--- config.mk ---
export PLATFORM = sky130hd
export DESIGN_NAME = lvds_img_addr_gen
export DESIGN_NICKNAME = d
export VERILOG_FILES = /design/src/rtl/lvds_pkg.sv /design/src/rtl/lvds_timing_cnt.sv /design/src/rtl/lvds_img_addr_gen.sv
export SDC_FILE = /design/constraint.sdc
export NUM_CORES = 1
export LEC_CHECK = 0
export CORE_ASPECT_RATIO = 1.1
export CORE_MARGIN = 5
export CORE_UTILIZATION = 55
export DETAILED_ROUTE_END_ITERATION = 10
export HOLD_SLACK_MARGIN = 0.05
export PLACE_DENSITY = 0.84
export SYNTH_ARGS = -nofsm -noshare
export SYNTH_HDL_FRONTEND = slang
export SYNTH_SLANG_ARGS = --single-unit
--- constraint.sdc ---
create_clock -name clkq -period 5.4 [get_ports clkq]
set_input_delay 0.54 -clock clkq [delete_from_list [all_inputs] [get_ports clkq]]
set_output_delay 0.54 -clock clkq [all_outputs]
set_load 0.02 [all_outputs]
--- src/rtl/lvds_pkg.sv ---
// Panel timing defaults and image geometry shared by the address generator, image RAM and LVDS packer.
// Also carries the control bundle that travels alongside RAM read data.
package lvds_pkg;

    localparam int DEF_H_ACTIVE = 1024;
    localparam int DEF_H_FP     = 24;
    localparam int DEF_H_SYNC   = 136;
    localparam int DEF_H_BP     = 160;
    localparam int DEF_V_ACTIVE = 768;
    localparam int DEF_V_FP     = 3;
    localparam int DEF_V_SYNC   = 6;
    localparam int DEF_V_BP     = 29;

    localparam int DEF_IMG_W    = 100;
    localparam int DEF_IMG_H    = 100;
    localparam int DEF_ADDR_W   = 16;
    localparam int PIX_W        = 6;

    typedef struct packed {
        logic hsync;
        logic vsync;
        logic de;
        logic img_valid;
        logic frame_start;
    } vid_ctl_t;

    // Blanking state with both syncs deasserted for the given sync polarity.
    function automatic vid_ctl_t ctl_idle(input logic sync_pol);
        vid_ctl_t c;
        c.hsync       = ~sync_pol;
        c.vsync       = ~sync_pol;
        c.de          = 1'b0;
        c.img_valid   = 1'b0;
        c.frame_start = 1'b0;
        return c;
    endfunction

endpackage

--- src/rtl/lvds_timing_cnt.sv ---
// Horizontal/vertical panel counters with raw hsync/vsync/de/frame-start decode.
// Latency: decode is combinational on the current count; no backpressure, free-running after reset.
// Backpressure: none, the panel clock never stalls.
module lvds_timing_cnt #(
    parameter int   H_ACTIVE = 1024,
    parameter int   H_FP     = 24,
    parameter int   H_SYNC   = 136,
    parameter int   H_BP     = 160,
    parameter int   V_ACTIVE = 768,
    parameter int   V_FP     = 3,
    parameter int   V_SYNC   = 6,
    parameter int   V_BP     = 29,
    parameter logic SYNC_POL = 1'b0,
    parameter int   HW       = 11,
    parameter int   VW       = 10
) (
    input  logic          clkq,
    input  logic          rst,
    output logic [HW-1:0] h_cnt,
    output logic [VW-1:0] v_cnt,
    output logic          frame_end,
    output logic          hs_raw,
    output logic          vs_raw,
    output logic          de_raw,
    output logic          fs_raw
);

    localparam logic [31:0] H_LAST   = 32'(H_ACTIVE + H_FP + H_SYNC + H_BP - 1);
    localparam logic [31:0] V_LAST   = 32'(V_ACTIVE + V_FP + V_SYNC + V_BP - 1);
    localparam logic [31:0] H_ACT    = 32'(H_ACTIVE);
    localparam logic [31:0] V_ACT    = 32'(V_ACTIVE);
    localparam logic [31:0] HS_START = 32'(H_ACTIVE + H_FP);
    localparam logic [31:0] HS_END   = 32'(H_ACTIVE + H_FP + H_SYNC);
    localparam logic [31:0] VS_START = 32'(V_ACTIVE + V_FP);
    localparam logic [31:0] VS_END   = 32'(V_ACTIVE + V_FP + V_SYNC);

    // Compares run in 32 bits so bounds equal to the total count cannot alias.
    logic [31:0] h32;
    logic [31:0] v32;
    logic        line_end;

    assign h32       = 32'(h_cnt);
    assign v32       = 32'(v_cnt);
    assign line_end  = (h32 == H_LAST);
    assign frame_end = line_end && (v32 == V_LAST);

    always_ff @(posedge clkq) begin
        if (rst) begin
            h_cnt <= '0;
            v_cnt <= '0;
        end else if (line_end) begin
            h_cnt <= '0;
            v_cnt <= frame_end ? '0 : v_cnt + 1'b1;
        end else begin
            h_cnt <= h_cnt + 1'b1;
        end
    end

    assign hs_raw = ((h32 >= HS_START) && (h32 < HS_END)) ? SYNC_POL : ~SYNC_POL;
    assign vs_raw = ((v32 >= VS_START) && (v32 < VS_END)) ? SYNC_POL : ~SYNC_POL;
    assign de_raw = (h32 < H_ACT) && (v32 < V_ACT);
    assign fs_raw = (h_cnt == '0) && (v_cnt == '0);

endmodule

--- src/rtl/lvds_img_addr_gen.sv ---
// Panel timing generator and row-major image RAM address sequencer for the LVDS path.
// Latency: addrX/en one clock after the counter position, sync/de/img_valid/frame_start two clocks (RAM aligned).
// Backpressure: none, free-running pixel clock.
module lvds_img_addr_gen
    import lvds_pkg::*;
#(
    parameter int   H_ACTIVE = DEF_H_ACTIVE,
    parameter int   H_FP     = DEF_H_FP,
    parameter int   H_SYNC   = DEF_H_SYNC,
    parameter int   H_BP     = DEF_H_BP,
    parameter int   V_ACTIVE = DEF_V_ACTIVE,
    parameter int   V_FP     = DEF_V_FP,
    parameter int   V_SYNC   = DEF_V_SYNC,
    parameter int   V_BP     = DEF_V_BP,
    parameter int   IMG_W    = DEF_IMG_W,
    parameter int   IMG_H    = DEF_IMG_H,
    parameter int   IMG_X0   = 0,
    parameter int   IMG_Y0   = 0,
    parameter int   ADDR_W   = DEF_ADDR_W,
    parameter logic SYNC_POL = 1'b0
) (
    input  logic              clkq,
    input  logic              rst,
    output logic [ADDR_W-1:0] addrX,
    output logic [1:0]        en,
    output logic              hsync,
    output logic              vsync,
    output logic              de,
    output logic              img_valid,
    output logic              frame_start
);

    localparam int H_TOTAL = H_ACTIVE + H_FP + H_SYNC + H_BP;
    localparam int V_TOTAL = V_ACTIVE + V_FP + V_SYNC + V_BP;
    localparam int HW      = (H_TOTAL > 1) ? $clog2(H_TOTAL) : 1;
    localparam int VW      = (V_TOTAL > 1) ? $clog2(V_TOTAL) : 1;

    localparam logic [31:0] WX_LO = 32'(IMG_X0);
    localparam logic [31:0] WX_HI = 32'(IMG_X0 + IMG_W);
    localparam logic [31:0] WY_LO = 32'(IMG_Y0);
    localparam logic [31:0] WY_HI = 32'(IMG_Y0 + IMG_H);

    if (IMG_X0 + IMG_W > H_ACTIVE) begin : g_err_x
        $error("lvds_img_addr_gen: image exceeds active width");
    end
    if (IMG_Y0 + IMG_H > V_ACTIVE) begin : g_err_y
        $error("lvds_img_addr_gen: image exceeds active height");
    end
    if (longint'(IMG_W) * longint'(IMG_H) > (longint'(1) << ADDR_W)) begin : g_err_a
        $error("lvds_img_addr_gen: image does not fit in ADDR_W address space");
    end

    logic [HW-1:0]     h_cnt;
    logic [VW-1:0]     v_cnt;
    logic              frame_end;
    logic              hs_raw;
    logic              vs_raw;
    logic              de_raw;
    logic              fs_raw;
    logic              win;
    logic [ADDR_W-1:0] pix_cnt;
    vid_ctl_t          ctl_raw;
    vid_ctl_t          ctl_s1;
    vid_ctl_t          ctl_s2;

    lvds_timing_cnt #(
        .H_ACTIVE (H_ACTIVE),
        .H_FP     (H_FP),
        .H_SYNC   (H_SYNC),
        .H_BP     (H_BP),
        .V_ACTIVE (V_ACTIVE),
        .V_FP     (V_FP),
        .V_SYNC   (V_SYNC),
        .V_BP     (V_BP),
        .SYNC_POL (SYNC_POL),
        .HW       (HW),
        .VW       (VW)
    ) u_timing (
        .clkq      (clkq),
        .rst       (rst),
        .h_cnt     (h_cnt),
        .v_cnt     (v_cnt),
        .frame_end (frame_end),
        .hs_raw    (hs_raw),
        .vs_raw    (vs_raw),
        .de_raw    (de_raw),
        .fs_raw    (fs_raw)
    );

    assign win = (32'(h_cnt) >= WX_LO) && (32'(h_cnt) < WX_HI) &&
                 (32'(v_cnt) >= WY_LO) && (32'(v_cnt) < WY_HI);

    // Row-major order means the read address is simply the count of in-window clocks this frame.
    always_ff @(posedge clkq) begin
        if (rst || frame_end) begin
            pix_cnt <= '0;
        end else if (win) begin
            pix_cnt <= pix_cnt + 1'b1;
        end
    end

    always_ff @(posedge clkq) begin
        if (rst) begin
            addrX <= '0;
            en    <= 2'b00;
        end else begin
            if (win) begin
                addrX <= pix_cnt;
            end
            en <= win ? 2'b01 : 2'b00;
        end
    end

    always_comb begin
        ctl_raw             = ctl_idle(SYNC_POL);
        ctl_raw.hsync       = hs_raw;
        ctl_raw.vsync       = vs_raw;
        ctl_raw.de          = de_raw;
        ctl_raw.img_valid   = win;
        ctl_raw.frame_start = fs_raw;
    end

    // Two stages: one for the address register, one for the RAM's registered read data.
    always_ff @(posedge clkq) begin
        if (rst) begin
            ctl_s1 <= ctl_idle(SYNC_POL);
            ctl_s2 <= ctl_idle(SYNC_POL);
        end else begin
            ctl_s1 <= ctl_raw;
            ctl_s2 <= ctl_s1;
        end
    end

    assign hsync       = ctl_s2.hsync;
    assign vsync       = ctl_s2.vsync;
    assign de          = ctl_s2.de;
    assign img_valid   = ctl_s2.img_valid;
    assign frame_start = ctl_s2.frame_start;

endmodule

======== Word-level counts from Yosys, hierarchy flattened ========
Index checks and enable logic that the tools add are counted.
word-level totals
  register bits after elaboration ......... 65
  input port bits ......................... 2
  output and inout port bits .............. 23
  word-level logic and storage cells ...... 42
cells by class
  add/subtract/negate cells ............... 3
  $lt $le $gt $ge ......................... 8
  eq/ne operators ......................... 2
  mux-type cells .......................... 4
  reduce and logical (&&, ||, !) cells .... 10
operators by type and width
  operator                                                                        count
  11-bit less-than comparator (second input constant)                             2
  10-bit less-than comparator (second input constant)                             2
  16-bit by 1-bit adder with 16-bit output (second input constant)                1
  11-bit by 1-bit adder with 11-bit output (second input constant)                1
  11-bit equality test (second input constant)                                    1
  11-bit greater-or-equal comparator (second input constant)                      1
  11-bit zero test                                                                1
  11-bit by 7-bit less-than comparator with 1-bit output (second input constant)  1
  10-bit by 1-bit adder with 10-bit output (second input constant)                1
  10-bit equality test (second input constant)                                    1
  10-bit greater-or-equal comparator (second input constant)                      1
  10-bit zero test                                                                1
  10-bit by 7-bit less-than comparator with 1-bit output (second input constant)  1
  10-bit two-way mux                                                              1
  1-bit logical AND                                                               6
  1-bit two-way mux                                                               3
  2-bit OR reduction                                                              1
  1-bit logical OR                                                                1

======== Logic depth before layout (Yosys ltp) ========
  word-level depth ........................ 3
  gate-level depth with buffers ........... 7
  gate-level depth less buffers ........... 6

======== By module ========
A second synthesis with hierarchy kept.
second synthesis, totals
  cells, all modules ...................... 339
  area total of the unflattened synthesis .. 2951.6 um^2
modules (own cells, without submodules)
  module             instances  cells each  area each (um^2)  seq. area each (um^2)
  lvds_img_addr_gen  1          203         1820.5            840.8
  lvds_timing_cnt    1          136         1131.1            420.4

======== Least setup slack after synthesis ========
No wires, ideal clock.
  kind .................................... flip-flop to flip-flop
  from .................................... register u_timing.h_cnt[6]
  to ...................................... register u_timing.v_cnt[7]
  setup time .............................. 70 ps
  data arrival time ....................... 2015 ps
  data required time ...................... 5330 ps
  setup slack ............................. 3315 ps
  cell stages (with the launch flop) ...... 7
  path buffers ............................ 2
  period minus slack after synthesis ...... 2085 ps
  path through ............................ dfxtp_1 -> buf_6 -> or4b_4 -> or4_1 -> buf_2 -> or3_1 -> a21oi_1
on the way
  word-level cells in the longest chain between the ends .. 3
RTL lines
  what                      line                   RTL
  start, declared           lvds_timing_cnt.sv:19  output logic [HW-1:0] h_cnt,
  start signal, assigned    lvds_timing_cnt.sv:55  h_cnt <= h_cnt + 1'b1;
  11-bit equality test (*)  lvds_timing_cnt.sv:44  assign line_end = (h32 == H_LAST);
  1-bit logical AND         lvds_timing_cnt.sv:45  assign frame_end = line_end && (v32 == V_LAST);
  10-bit two-way mux        lvds_timing_cnt.sv:53  v_cnt <= frame_end ? '0 : v_cnt + 1'b1;
  end signal, assigned      lvds_timing_cnt.sv:53
  end, declared             lvds_timing_cnt.sv:20  output logic [VW-1:0] v_cnt,
Every way passes the cells marked *; elsewhere a longest branch is shown, timed or not.
A chain may end at the register's enable or synchronous reset.

======== Final worst setup path ========
  from .................................... register u_timing.h_cnt[7]
  to ...................................... register pix_cnt[7]
on the way
  word-level cells in the longest chain between the ends .. 3
  elaborated cells between the ends (all ways) .. 5
  those cells by class .................... order compare (1); eq/ne (1); reduce/logical (3)
RTL lines
  what                                                                                                            line                     RTL
  parallel branches: the longest is 3 deep, another holds 11-bit by 7-bit less-than comparator with 1-bit output  n/a
  end signal, assigned                                                                                            lvds_img_addr_gen.sv:98  pix_cnt <= pix_cnt + 1'b1;
  end, declared                                                                                                   lvds_img_addr_gen.sv:61  logic [ADDR_W-1:0] pix_cnt;
Parallel ways; which one is timed is not known.

==> reports/metrics.csv <==
metric,value,unit
drtIter0Drc,200,
tightest_slew,1.07,ns
setup_tns,0,ns
syn_area_per_cell,8.29,um^2
ys_types,41,
cts_root_buf,clkbuf_8,
maxSlewHeadroom,0.287,
drc,0,
crit_path_max_fanout,38,
synth-main-ff-cell,dfxtp_1,
yosys.area.top_type,dfxtp_1,
worstSetupEndpointType,register,
io_buffers,23,
critPathLaunchType,register,
core_area,0.00507,mm^2
multi_input_comb_area,0.00148,mm^2
seq_area,0.00126,mm^2
internal_power,758,uW
grt.total_usage,0.188,
die_area,0.00681,mm^2
ff2ff_setup_slack,2.84,ns
worstHoldPathType,reg -> reg,
n_antenna_cell,0,
worst-r2r-cell-count,4,
cts_max_level,3,
netlist_area,0.00289,mm^2
fillers,432,
hpwlAfterDp,3810,um
swShare,0.215,
routed_via_density,6.00,
final_cell_mix,"63 x dfxtp_1, 35 x nand3_1, 34 x a21oi_1",
die_w,79.1,um
clock_sinks,63,
p_switching,208,uW
fin_skew,0.00844,ns
required,5.67,ns
grt_pass1_wl,10300,um
seq_power_share,0.496,
yosysWarnings,0,
max_freq,391,MHz
seq_area_frac_synth,0.436,
final_common_cell,dfxtp_1,
peakVddDrop,0.132,mV
place_worst_setup_slack,2.91,ns
maxCapViolations,0,
grt_max_degree,45,
first_global_vias,2343,
final-setup-viol-count,0,
drv_slew,0,
cts.clk_slew.worst_paths,0.07,ns
yosys_register_bits,63,
drt_pass1_iterations,4,
cts_hold_buf,0,
synth_nets,358,
routedWlPerCell,14.4,um
critPathArrivalTime,2.82,ns
setup_slack,2.84,ns
combinationalPowerShare,0.038,
postCtsSetupBuffers,0,
path_class,reg -> reg,
hold_viol_final,0,
synth.area.top_cells,"dfxtp_1 44%, nand3_1 6.1%, a21oi_1 5.9%",
drive_gt1_frac,0.0632,
die_h,86.1,um
finalPower,966,uW
p_leak,0.00109,uW
clockBufferDepth,2,
num-nets-final,368,
io_pins,25,
wl,6080,um
min_path_cells,1,
worstSkewPairLatency,0.34,ns
antenna_found_initial,0,
cts_tree,built,
post_cts_resize_count,0,
status,"finished, final reports clean",
netlist.area_leader.share,0.436,
rsz0062_at_grt,no,
clockPowerShare,0.467,
rows,27,
areaGrowthSynthToFinish,14.9,%
period_minus_slack,2.56,ns
syn-instance-count,349,
overflow,0,
synthArstFlopShare,0,
start_util,0.571,
synth_edf_count,0,
p_per_area,291,mW/mm^2
finalCritPeriodShare,0.474,
gp_congestion,0.848,
cts_buffers,9,
vias,2533,
drtAntennaViolNets,0,
## layout make-up
class                      count  share of cell area
timing repair buffer          26              0.0760
inverter                       9              0.0102
clock inverter                 6              0.0252
sequential                    63               0.379
multi-input combinational    250               0.446
clock buffer                  10              0.0414
tap                           58              0.0218
## cells by family after synthesis
group                      Yosys count  synth area share
adders and majority gates            7            0.0303
AOI/OAI and AO/OA                   87             0.169
other                                1           0.00130
xor gates and xnor gates            11            0.0333
muxes                                5            0.0173
and+or+nand+nor                    139             0.260
DFF                                 63             0.436
buffers and inverters               36            0.0528
## synth_stat cells, drive strengths merged (2+ instances only)
| library cell | count |
|---|---|
| ha | 7 |
| dfxtp | 63 |
| o31ai | 11 |
| buf | 7 |
| and3 | 3 |
| nor3 | 10 |
| inv | 9 |
| and2 | 3 |
| or3 | 8 |
| nor2 | 22 |
| nand4 | 7 |
| nand2 | 16 |
| or4 | 12 |
| nand3 | 35 |
| a211oi | 2 |
| nor2b | 7 |
| xnor2 | 9 |
| clkbuf | 20 |
| or2 | 2 |
| a21oi | 34 |
| o21ai | 34 |
| nor4 | 7 |
| xor2 | 2 |
| mux2i | 5 |
| and4 | 2 |
## metal layers
layer	track usage	wire length, um
met1	0.239	2800
met2	0.298	2900
met3	0.0326	248
met4	0.113	134
met5	0	0
## metrics by stage
| step | instances | util | cell area (um^2) | hold WS, ns |
|---|---|---|---|---|
| after global placement | 406 | 0.612 | 3100 | 0.394 |
| final | 422 | 0.656 | 3320 | 0.412 |
| after global routing | 422 | 0.656 | 3320 | 0.425 |
| after detailed placement | 406 | 0.612 | 3100 | 0.399 |
| after floorplan | 349 | - | 2890 | 0.389 |
| after CTS | 422 | 0.656 | 3320 | 0.417 |
## worst max-delay path: stages, from the launching register on
cell     delay (ns)
dfxtp_1        0.40
nor4_1         0.49
nand2_1        0.73
or4_1          0.71
a21oi_1        0.16
## sequential cells by signal, summed over array words and instances, names as in the netlist
name and flops:
img_valid 1, u_timing.v_cnt 10, hsync 1, u_timing.h_cnt 11, frame_start 1, ctl_s1 5
vsync 1, addrX 16, de 1, pix_cnt 16
## worst paths after layout
path                          start         end
hold / removal            ctl_s1[4]       hsync
setup reg to reg  u_timing.h_cnt[7]  pix_cnt[7]
hold reg to reg           ctl_s1[4]       hsync
setup / recovery  u_timing.h_cnt[7]  pix_cnt[7]
## power by group through the flow
stage / sequential [uW] / clock [uW] / combinational [uW]
3_3_place_gp: 489 / 0 / 35.8
3_5_place_dp: 489 / 0 / 36.7
4_1_cts: 479 / 457 / 36.8
6_report: 479 / 451 / 36.4
2_1_floorplan: 490 / 0 / 23.3
5_1_grt: 480 / 477 / 40.6
No activity file was read; power rests on OpenSTA's default activity.
